File: src/rtl/fifo_sample_reader_pkg.sv
// Shared types and default widths for the FIFO sample reader.
package fifo_sample_reader_pkg;

    localparam int DWIDTH_DEF = 32;
    localparam int DIVW_DEF   = 8;
    localparam int CNTW_DEF   = 16;

    typedef enum logic [1:0] {
        IDLE   = 2'd0,
        PRIME  = 2'd1,
        RUN    = 2'd2,
        STARVE = 2'd3
    } state_t;

endpackage

File: src/rtl/fifo_sample_reader_tick_gen.sv
// Programmable sample-rate divider: tick every rate_div+1 cycles while cnt_en is high.
module sample_tick_gen #(
    parameter int DIVW = 8
) (
    input  logic            rclk,
    input  logic            rst,
    input  logic            load_zero,
    input  logic            cnt_en,
    input  logic [DIVW-1:0] rate_div,
    output logic            tick
);

    localparam logic [DIVW-1:0] DIV_ONE = DIVW'(1);

    logic [DIVW-1:0] cnt_r;

    // Count down to zero, reloading from rate_div so a new rate applies at the next reload
    always_ff @(posedge rclk or posedge rst) begin
        if (rst) begin
            cnt_r <= '0;
        end else if (load_zero) begin
            cnt_r <= '0;
        end else if (cnt_en) begin
            if (cnt_r == '0) begin
                cnt_r <= rate_div;
            end else begin
                cnt_r <= cnt_r - DIV_ONE;
            end
        end
    end

    assign tick = cnt_en && (cnt_r == '0);

endmodule

File: src/rtl/fifo_sample_reader.sv
// DAC-domain consumer of a first-word-fall-through sample FIFO with priming and underrun handling.
// Optional build macro FIFO_READER_UNDERRUN_MUTE_EN: zero dout on starved ticks instead of holding.
module fifo_sample_reader
    import fifo_sample_reader_pkg::*;
#(
    parameter int DWIDTH       = DWIDTH_DEF,
    parameter int DIVW         = DIVW_DEF,
    parameter int PRIME_CYCLES = 16,
    parameter int CNTW         = CNTW_DEF
) (
    input  logic              rclk,
    input  logic              rst,
    input  logic              enable,
    input  logic [DIVW-1:0]   rate_div,
    input  logic [DWIDTH-1:0] fifo_rdata,
    input  logic              fifo_empty,
    output logic              fifo_read_en,
    output logic [DWIDTH-1:0] dout,
    output logic              dout_valid,
    output logic              underrun,
    output logic [CNTW-1:0]   underrun_cnt,
    output logic              running
);

    localparam int PW = $clog2(PRIME_CYCLES + 1) + 1;
    localparam logic [PW-1:0]   PRIME_LAST = PW'(PRIME_CYCLES - 1);
    localparam logic [PW-1:0]   PRIME_ONE  = PW'(1);
    localparam logic [CNTW-1:0] CNT_ONE    = CNTW'(1);

    function automatic logic [CNTW-1:0] sat_inc(input logic [CNTW-1:0] v);
        sat_inc = (v == {CNTW{1'b1}}) ? v : v + CNT_ONE;
    endfunction

    state_t            state_r;
    logic [PW-1:0]     prime_cnt_r;
    logic [DWIDTH-1:0] dout_r;
    logic              dout_valid_r;
    logic              underrun_r;
    logic [CNTW-1:0]   underrun_cnt_r;
    logic              running_r;
    logic              tick_s;
    logic              cnt_en_s;
    logic              load_zero_s;

    assign cnt_en_s    = (state_r == RUN) || (state_r == STARVE);
    assign load_zero_s = (state_r == PRIME) && enable && !fifo_empty && (prime_cnt_r == PRIME_LAST);

    sample_tick_gen #(.DIVW(DIVW)) u_tick (
        .rclk      (rclk),
        .rst       (rst),
        .load_zero (load_zero_s),
        .cnt_en    (cnt_en_s),
        .rate_div  (rate_div),
        .tick      (tick_s)
    );

    // A pop is only ever a tick with data present and the run request still held
    assign fifo_read_en = tick_s && !fifo_empty && enable;

    // Reader state machine with registered sample, strobes and underrun count
    always_ff @(posedge rclk or posedge rst) begin
        if (rst) begin
            state_r        <= IDLE;
            prime_cnt_r    <= '0;
            dout_r         <= '0;
            dout_valid_r   <= 1'b0;
            underrun_r     <= 1'b0;
            underrun_cnt_r <= '0;
            running_r      <= 1'b0;
        end else begin
            dout_valid_r <= 1'b0;
            underrun_r   <= 1'b0;
            if (!enable) begin
                state_r     <= IDLE;
                prime_cnt_r <= '0;
                dout_r      <= '0;
                running_r   <= 1'b0;
            end else begin
                case (state_r)
                    IDLE: begin
                        state_r     <= PRIME;
                        prime_cnt_r <= '0;
                    end
                    PRIME: begin
                        if (fifo_empty) begin
                            prime_cnt_r <= '0;
                        end else if (prime_cnt_r == PRIME_LAST) begin
                            state_r     <= RUN;
                            running_r   <= 1'b1;
                            prime_cnt_r <= '0;
                        end else begin
                            prime_cnt_r <= prime_cnt_r + PRIME_ONE;
                        end
                    end
                    RUN, STARVE: begin
                        if (tick_s) begin
                            if (!fifo_empty) begin
                                dout_r       <= fifo_rdata;
                                dout_valid_r <= 1'b1;
                                state_r      <= RUN;
                            end else begin
                                underrun_r     <= 1'b1;
                                underrun_cnt_r <= sat_inc(underrun_cnt_r);
                                state_r        <= STARVE;
`ifdef FIFO_READER_UNDERRUN_MUTE_EN
                                dout_r         <= '0;
`else
                                dout_r         <= dout_r;
`endif
                            end
                        end
                    end
                    default: begin
                        state_r   <= IDLE;
                        running_r <= 1'b0;
                    end
                endcase
            end
        end
    end

    assign dout         = dout_r;
    assign dout_valid   = dout_valid_r;
    assign underrun     = underrun_r;
    assign underrun_cnt = underrun_cnt_r;
    assign running      = running_r;

endmodule

File: config.mk
export PLATFORM = sky130hd
export DESIGN_NAME = fifo_sample_reader
export DESIGN_NICKNAME = d
export VERILOG_FILES = /design/src/rtl/fifo_sample_reader_pkg.sv /design/src/rtl/fifo_sample_reader_tick_gen.sv /design/src/rtl/fifo_sample_reader.sv
export SDC_FILE = /design/constraint.sdc
export NUM_CORES = 1
export LEC_CHECK = 0
export BUFFER_PORTS_ARGS = -buffer_cell sky130_fd_sc_hd__buf_2
export CORE_UTILIZATION = 30
export CTS_BUF_LIST = sky130_fd_sc_hd__clkbuf_4
export CTS_CLUSTER_SIZE = 10
export DETAILED_ROUTE_END_ITERATION = 10
export PLACE_DENSITY_LB_ADDON = 0.12
export SLEW_MARGIN = 20
export SYNTH_ARGS = -nofsm -noshare
export SYNTH_HDL_FRONTEND = slang
export SYNTH_SLANG_ARGS = --single-unit
export TNS_END_PERCENT = 10
File: constraint.sdc
create_clock -name rclk -period 3.2 [get_ports rclk]
set_input_delay 0.32 -clock rclk [delete_from_list [all_inputs] [get_ports rclk]]
set_output_delay 0.32 -clock rclk [all_outputs]
set_load 0.05 [all_outputs]
==> results of run 1 <==
[through the flow]
step | power [uW] | instances | hold slack (ps) | instance area [sq um]
6_report | 1560 | 564 | -11.4 | 4020
5_1_grt | 1640 | 564 | 32.9 | 4020
4_1_cts | 1590 | 564 | 12.0 | 4020
3_5_place_dp | 937 | 548 | 479 | 3860
3_3_place_gp | 937 | 548 | 476 | 3860
2_1_floorplan | 893 | 329 | 393 | 3250
[sequential cells by signal (all words and copies together), names as in the netlist]
name and flops:
state_r 2, dout_valid 1, u_tick.cnt_r 8, dout 32
underrun_cnt 16, underrun 1, running 1, prime_cnt_r 6
[how the worst max path moves through the flow]
stage / from / to / slack (ps) / cells after the start
4_1_cts: u_tick.cnt_r[0] / fifo_read_en / 480 / 6
5_1_grt: u_tick.cnt_r[0] / fifo_read_en / 340 / 6
6_report: u_tick.cnt_r[0] / fifo_read_en / 520 / 6
2_1_floorplan: u_tick.cnt_r[0] / fifo_read_en / 550 / 5
3_3_place_gp: u_tick.cnt_r[0] / fifo_read_en / 1020 / 6
3_5_place_dp: u_tick.cnt_r[0] / fifo_read_en / 980 / 6
[worst max-delay path: stages, from the launching register on]
cell and delay (ps):
dfrtp_1 420, inv_1 90, ha_1 170, nor4b_4 410, nand2_1 330, nor3_1 250, buf_2 290
[layout make-up]
type / instances / area share
clock buffers: 9 / 0.0168
repair buffers: 100 / 0.131
clock inverters: 7 / 0.0227
inverters: 5 / 0.00467
flip-flops and latches: 67 / 0.417
multi-input cells: 240 / 0.366
well taps: 136 / 0.0423
[cells by family (layout without fill, tap and decap cells)]
kind of cell | after synthesis | after routing | share of synthesized area
AO/OA/AOI/OAI | 75 | 75 | 0.165
XOR/XNOR | 18 | 18 | 0.0484
adder cells (fa/ha/maj) | 4 | 4 | 0.0154
buffers and inverters | 22 | 121 | 0.0342
flip-flops | 67 | 67 | 0.515
multiplexers | 5 | 5 | 0.0158
AND/OR/NAND/NOR | 138 | 138 | 0.206
[layer usage]
metal | vias up | wire length [um]
li1 | 1340 | -
met1 | 1293 | 3860
met2 | 62 | 3890
met3 | 10 | 308
met4 | 0 | 120
met5 | - | 0
[synthesized netlist by cell type (all sizes together) (5+ instances only)]
cell     number
and2          5
o21ai         7
nand4         6
nor2          9
nand3         8
xnor2         9
buf           8
clkbuf        9
and3          7
nor3          9
a21boi       32
a2111oi       5
a21oi         8
dfrtp        67
or3           6
xor2          9
nand2        77
[power groups by stage]
stage	sequential, uW	clock, uW	combinational, uW
floorplan	865	0	28.5
global placement	865	0	72.3
detailed placement	865	0	72.2
CTS	849	667	72.0
global route	849	708	78.9
finish	849	642	68.7
==> results.sh, run 1 <==
export IMPL_synth_nets=377
export IMPL_setup_viol=0
export IMPL_synth_cells=329
export IMPL_die_area_sq_um=11300
export IMPL_cp_data_required_time_ps=2880
export IMPL_violations="hold timing"
export IMPL_insertion_delay_ps=420
export IMPL_cts_hold_buf=0
export IMPL_grt_use_met3=0.0380
export IMPL_syn_avg_cell_area_sq_um=9.89
export IMPL_area_growth_pct=23.6
export IMPL_cts_setup_buffers=0
export IMPL_status="complete, but fails checks"
export IMPL_cts_resized=0
export IMPL_final_cell_mix="buf_2, nand2_1, dfrtp_1, a21boi_1"
export IMPL_criticalPathCategory="reg -> out"
export IMPL_routabilityCongestion=0.795
export IMPL_worstPathArrival_ps=2360
export IMPL_coreArea_sq_um=10400
export IMPL_grt_max_degree=37
export IMPL_ys_flop_type="dfrtp_1"
export IMPL_timing_hold_ws_ps=-11.4
export IMPL_antenna_found_initial=0
export IMPL_vdd_ir_drop_max_uv=133
export IMPL_layout_commonest_cell="buf_2"
export IMPL_ff2ff_setup_slack_ps=1070
export IMPL_rows=37
export IMPL_dpl_worst_slack_ps=977
export IMPL_grt_remaining_overflow=0
export IMPL_grt_pass1_wl_um=13500
export IMPL_die_y_um=106
export IMPL_multi_input_area_sq_um=1470
export IMPL_io_buffers=95
export IMPL_rr_endpoint="underrun_cnt[15]"
export IMPL_drc=0
export IMPL_clk_pin_slew_ps=140
export IMPL_pwr_share_comb=0.044
export IMPL_drt_pass1_iter_count=4
export IMPL_totalWireLength_um=8170
export IMPL_sw_frac_of_total=0.235
export IMPL_num_vias=2705
export IMPL_worst_slew_pin_slew_ps=709
export IMPL_clock_path_buffers=2
export IMPL_viasPerCell=4.80
export IMPL_leakagePower_uw=0.00193
export IMPL_die_w_um=106
export IMPL_yosysTopAreaCell="dfrtp_1"
export IMPL_drtAntennaViolNets=0
export IMPL_fin_worst_skew_ps=21.6
export IMPL_hp_class="in -> async"
export IMPL_fmax_mhz=373
export IMPL_seq_area_sq_um=1680
export IMPL_finalSetupTns_ps=0
export IMPL_finalHoldViolCount=9
export IMPL_synth_edff_count=0
export IMPL_cts_root_buf="clkbuf_4"
export IMPL_cp_max_fo=8
export IMPL_synth_area_leaders="dfrtp_1, nand2_1, a21boi_1"
export IMPL_pwr_share_clk=0.412
export IMPL_r2r_start="u_tick.cnt_r[0]"
export IMPL_worst_slack_ps=522
export IMPL_htree_levels=3
export IMPL_synth_seq_area_share=0.515
export IMPL_switching_power_uw=367
export IMPL_p_per_area_nw_per_um2=388
export IMPL_critPathCaptureType="output port"
export IMPL_first_iter_violations=118
export IMPL_final_fill_count=1096
export IMPL_wl_per_cell_um=14.5
export IMPL_place_hpwl_um=5610
export IMPL_yosysWarnings=0
export IMPL_ys_seq_elements=67
export IMPL_grt_util_met1=0.201
export IMPL_grt_util_all_layers=0.155
export IMPL_internal_power_uw=1190
export IMPL_ys_types=46
export IMPL_initial_core_util=0.312
export IMPL_p_seq_frac=0.544
export IMPL_slew_headroom=0.527
export IMPL_pin_count=96
export IMPL_rsz0062_at_grt="no"
export IMPL_fin_crit_ps=2680
export IMPL_cap_viol_max_count=0
export IMPL_gr_max_usage_layer="met2"
export IMPL_netlist_area_sq_um=3250
export IMPL_nNetsFinal=471
export IMPL_period_share=0.837
export IMPL_async_flop_share=1.00
export IMPL_drive_above_1_share=0.280
export IMPL_reg2reg_depth=6
export IMPL_postLayoutCoreUtil=0.386
export IMPL_grtUsageMet2=0.246
export IMPL_cp_start_kind="flip-flop"
export IMPL_first_global_vias=2710
export IMPL_cts_made_buffers=9
export IMPL_synth_top_area_frac=0.515
export IMPL_tritoncts="done"
export IMPL_drv_slew=0
export IMPL_clock_sinks=67
export IMPL_antenna_cells=0
Power figures use the tool's default switching activity.
==> run 2, diff against run 1 <==
==> constraint.sdc (replaced) <==
create_clock -name rclk -period 2.3 [get_ports rclk]
set_input_delay 0.23 -clock rclk [delete_from_list [all_inputs] [get_ports rclk]]
set_output_delay 0.23 -clock rclk [all_outputs]
set_load 0.05 [all_outputs]
==> run 2 against run 1 <==
- the run now ends clean
- sequential power grew 39%
- critical path depth grew 1
- count of clock-buffer cells in the layout grew 1
- final cell count grew 1.2%
- core utilization grew 0.23 points
- power grew 22%
- clock skew shrank 14 ps
- largest power group unchanged
- global-route usage is essentially flat
- highest routed layer unchanged
==> results.sh, run 2 (same netlist as run 1, synthesis figures left out) <==
export IMPL_clock_sinks=67
export IMPL_largest_register_ffs=32
export IMPL_drv_slew=0
export IMPL_slew_headroom=0.623
export IMPL_drtAntennaViolNets=0
export IMPL_leakagePower_uw=0.00195
export IMPL_cp_data_required_time_ps=2070
export IMPL_place_hpwl_um=5530
export IMPL_pin_count=96
export IMPL_final_fill_count=1113
export IMPL_vdd_ir_drop_max_uv=162
export IMPL_period_share=0.925
export IMPL_internal_power_uw=1440
export IMPL_slowest_stage="dfrtp_1"
export IMPL_critPathCaptureType="output port"
export IMPL_grt_remaining_overflow=0
export IMPL_clk_pin_slew_ps=110
export IMPL_rows=37
export IMPL_viasPerCell=4.78
export IMPL_drc=0
export IMPL_pwr_share_comb=0.051
export IMPL_seq_area_sq_um=1680
export IMPL_tritoncts="done"
export IMPL_worst_slew_pin_slew_ps=551
export IMPL_num_vias=2728
export IMPL_fin_crit_ps=2130
export IMPL_nNetsFinal=479
export IMPL_setup_viol=0
export IMPL_rsz0062_at_grt="no"
export IMPL_cap_viol_max_count=0
export IMPL_cp_start_kind="flip-flop"
export IMPL_insertion_delay_ps=410
export IMPL_path_delay_family="simple AND/OR/NAND/NOR gates"
export IMPL_area_growth_pct=24.3
export IMPL_finalHoldViolCount=0
export IMPL_p_per_area_nw_per_um2=470
export IMPL_drive_above_1_share=0.290
export IMPL_coreArea_sq_um=10400
export IMPL_criticalPathCategory="reg -> out"
export IMPL_first_iter_violations=79
export IMPL_sw_frac_of_total=0.243
export IMPL_antenna_found_initial=0
export IMPL_switching_power_uw=462
export IMPL_pwr_share_clk=0.328
export IMPL_hp_class="in -> reg"
export IMPL_fmax_mhz=470
export IMPL_dpl_worst_slack_ps=222
export IMPL_worstPathCellList="inv_1 > ha_1 > nor4b_4 > buf_4 > nand2_1 > nor3_2 > buf_6"
export IMPL_max_stage_delay_ps=420
export IMPL_routabilityCongestion=0.761
export IMPL_totalWireLength_um=7950
export IMPL_grt_pass1_wl_um=13600
export IMPL_cts_root_buf="clkbuf_4"
export IMPL_die_area_sq_um=11300
export IMPL_worst_slack_ps=173
export IMPL_multi_input_area_sq_um=1480
export IMPL_first_global_vias=2714
export IMPL_cp_max_fo=4
export IMPL_wl_per_cell_um=13.9
export IMPL_final_cell_mix="buf_2, nand2_1, dfrtp_1, a21boi_1"
export IMPL_cts_made_buffers=9
export IMPL_grt_util_all_layers=0.155
export IMPL_clock_path_buffers=2
export IMPL_worstPathArrival_ps=1900
export IMPL_htree_levels=3
export IMPL_die_y_um=106
export IMPL_timing_hold_ws_ps=40.2
export IMPL_drt_pass1_iter_count=4
export IMPL_initial_core_util=0.312
export IMPL_layout_commonest_cell="buf_2"
export IMPL_die_w_um=106
export IMPL_fin_worst_skew_ps=7.76
export IMPL_grt_max_degree=43
export IMPL_finalSetupTns_ps=0
export IMPL_antenna_cells=0
export IMPL_io_buffers=95
export IMPL_status="finished clean"
export IMPL_p_seq_frac=0.621
export IMPL_critical_path_buf_inv_count=3
## run 2: worst paths after layout
kind,start,end,slack (ps),cells past startpoint
min in group asynchronous,rst,prime_cnt_r[2],330,3
max in group asynchronous,rst,prime_cnt_r[5],1400,4
worst max-delay path,u_tick.cnt_r[0],fifo_read_en,170,7
worst min register to register,underrun_cnt[11],underrun_cnt[11],490,1
worst min-delay path,fifo_rdata[30],dout[30],40,3
worst max register to register,u_tick.cnt_r[0],underrun_cnt[1],200,8
## run 2: routing by layer
metal	wire length (um)	global-route usage	vias up
met5	0	0	-
met1	3740	0.203	1288
met3	416	0.0307	8
met2	3660	0.245	72
met4	130	0.0714	0
li1	-	-	1360
## run 2: area by class of cell
class | count | area share
inverter | 5 | 0.00464
timing repair buffer | 108 | 0.150
clock buffer | 10 | 0.0186
tap | 136 | 0.0421
multi-input combinational | 240 | 0.365
sequential | 67 | 0.414
clock inverter | 5 | 0.00526
## run 2: worst min-delay path, cell delays in order
cell and delay [ps]:
buf_2 100, nand2_1 40, a21boi_1 50
## run 2: power by group through the flow
| stage | Sequential [uW] | Clock (uW) | Combinational (uW) |
|---|---|---|---|
| detailed placement | 1200 | 0 | 99.8 |
| CTS | 1180 | 657 | 101 |
| floorplan | 1200 | 0 | 39.7 |
| finish | 1180 | 623 | 97.3 |
| global placement | 1200 | 0 | 101 |
| global route | 1180 | 716 | 112 |
## run 2: per-stage QoR
step	power, uW	instances	area (sq um)	utilization
after floorplan	1240	329	3260	-
after global placement	1300	553	3920	0.376
after detailed placement	1300	553	3920	0.376
after CTS	1940	569	4030	0.387
after global routing	2010	571	4050	0.388
final	1900	571	4050	0.388
## run 2: what timing repair did
action / CTS / global route
hold buffers: 1 / 0
resized for setup: 1 / 1
endpoints found under the hold margin: 13 / 0
pin swaps: 0 / 1
buffers inserted: 0 / 2
endpoints found under the setup margin: 1 / 1
cloned: 0 / 0
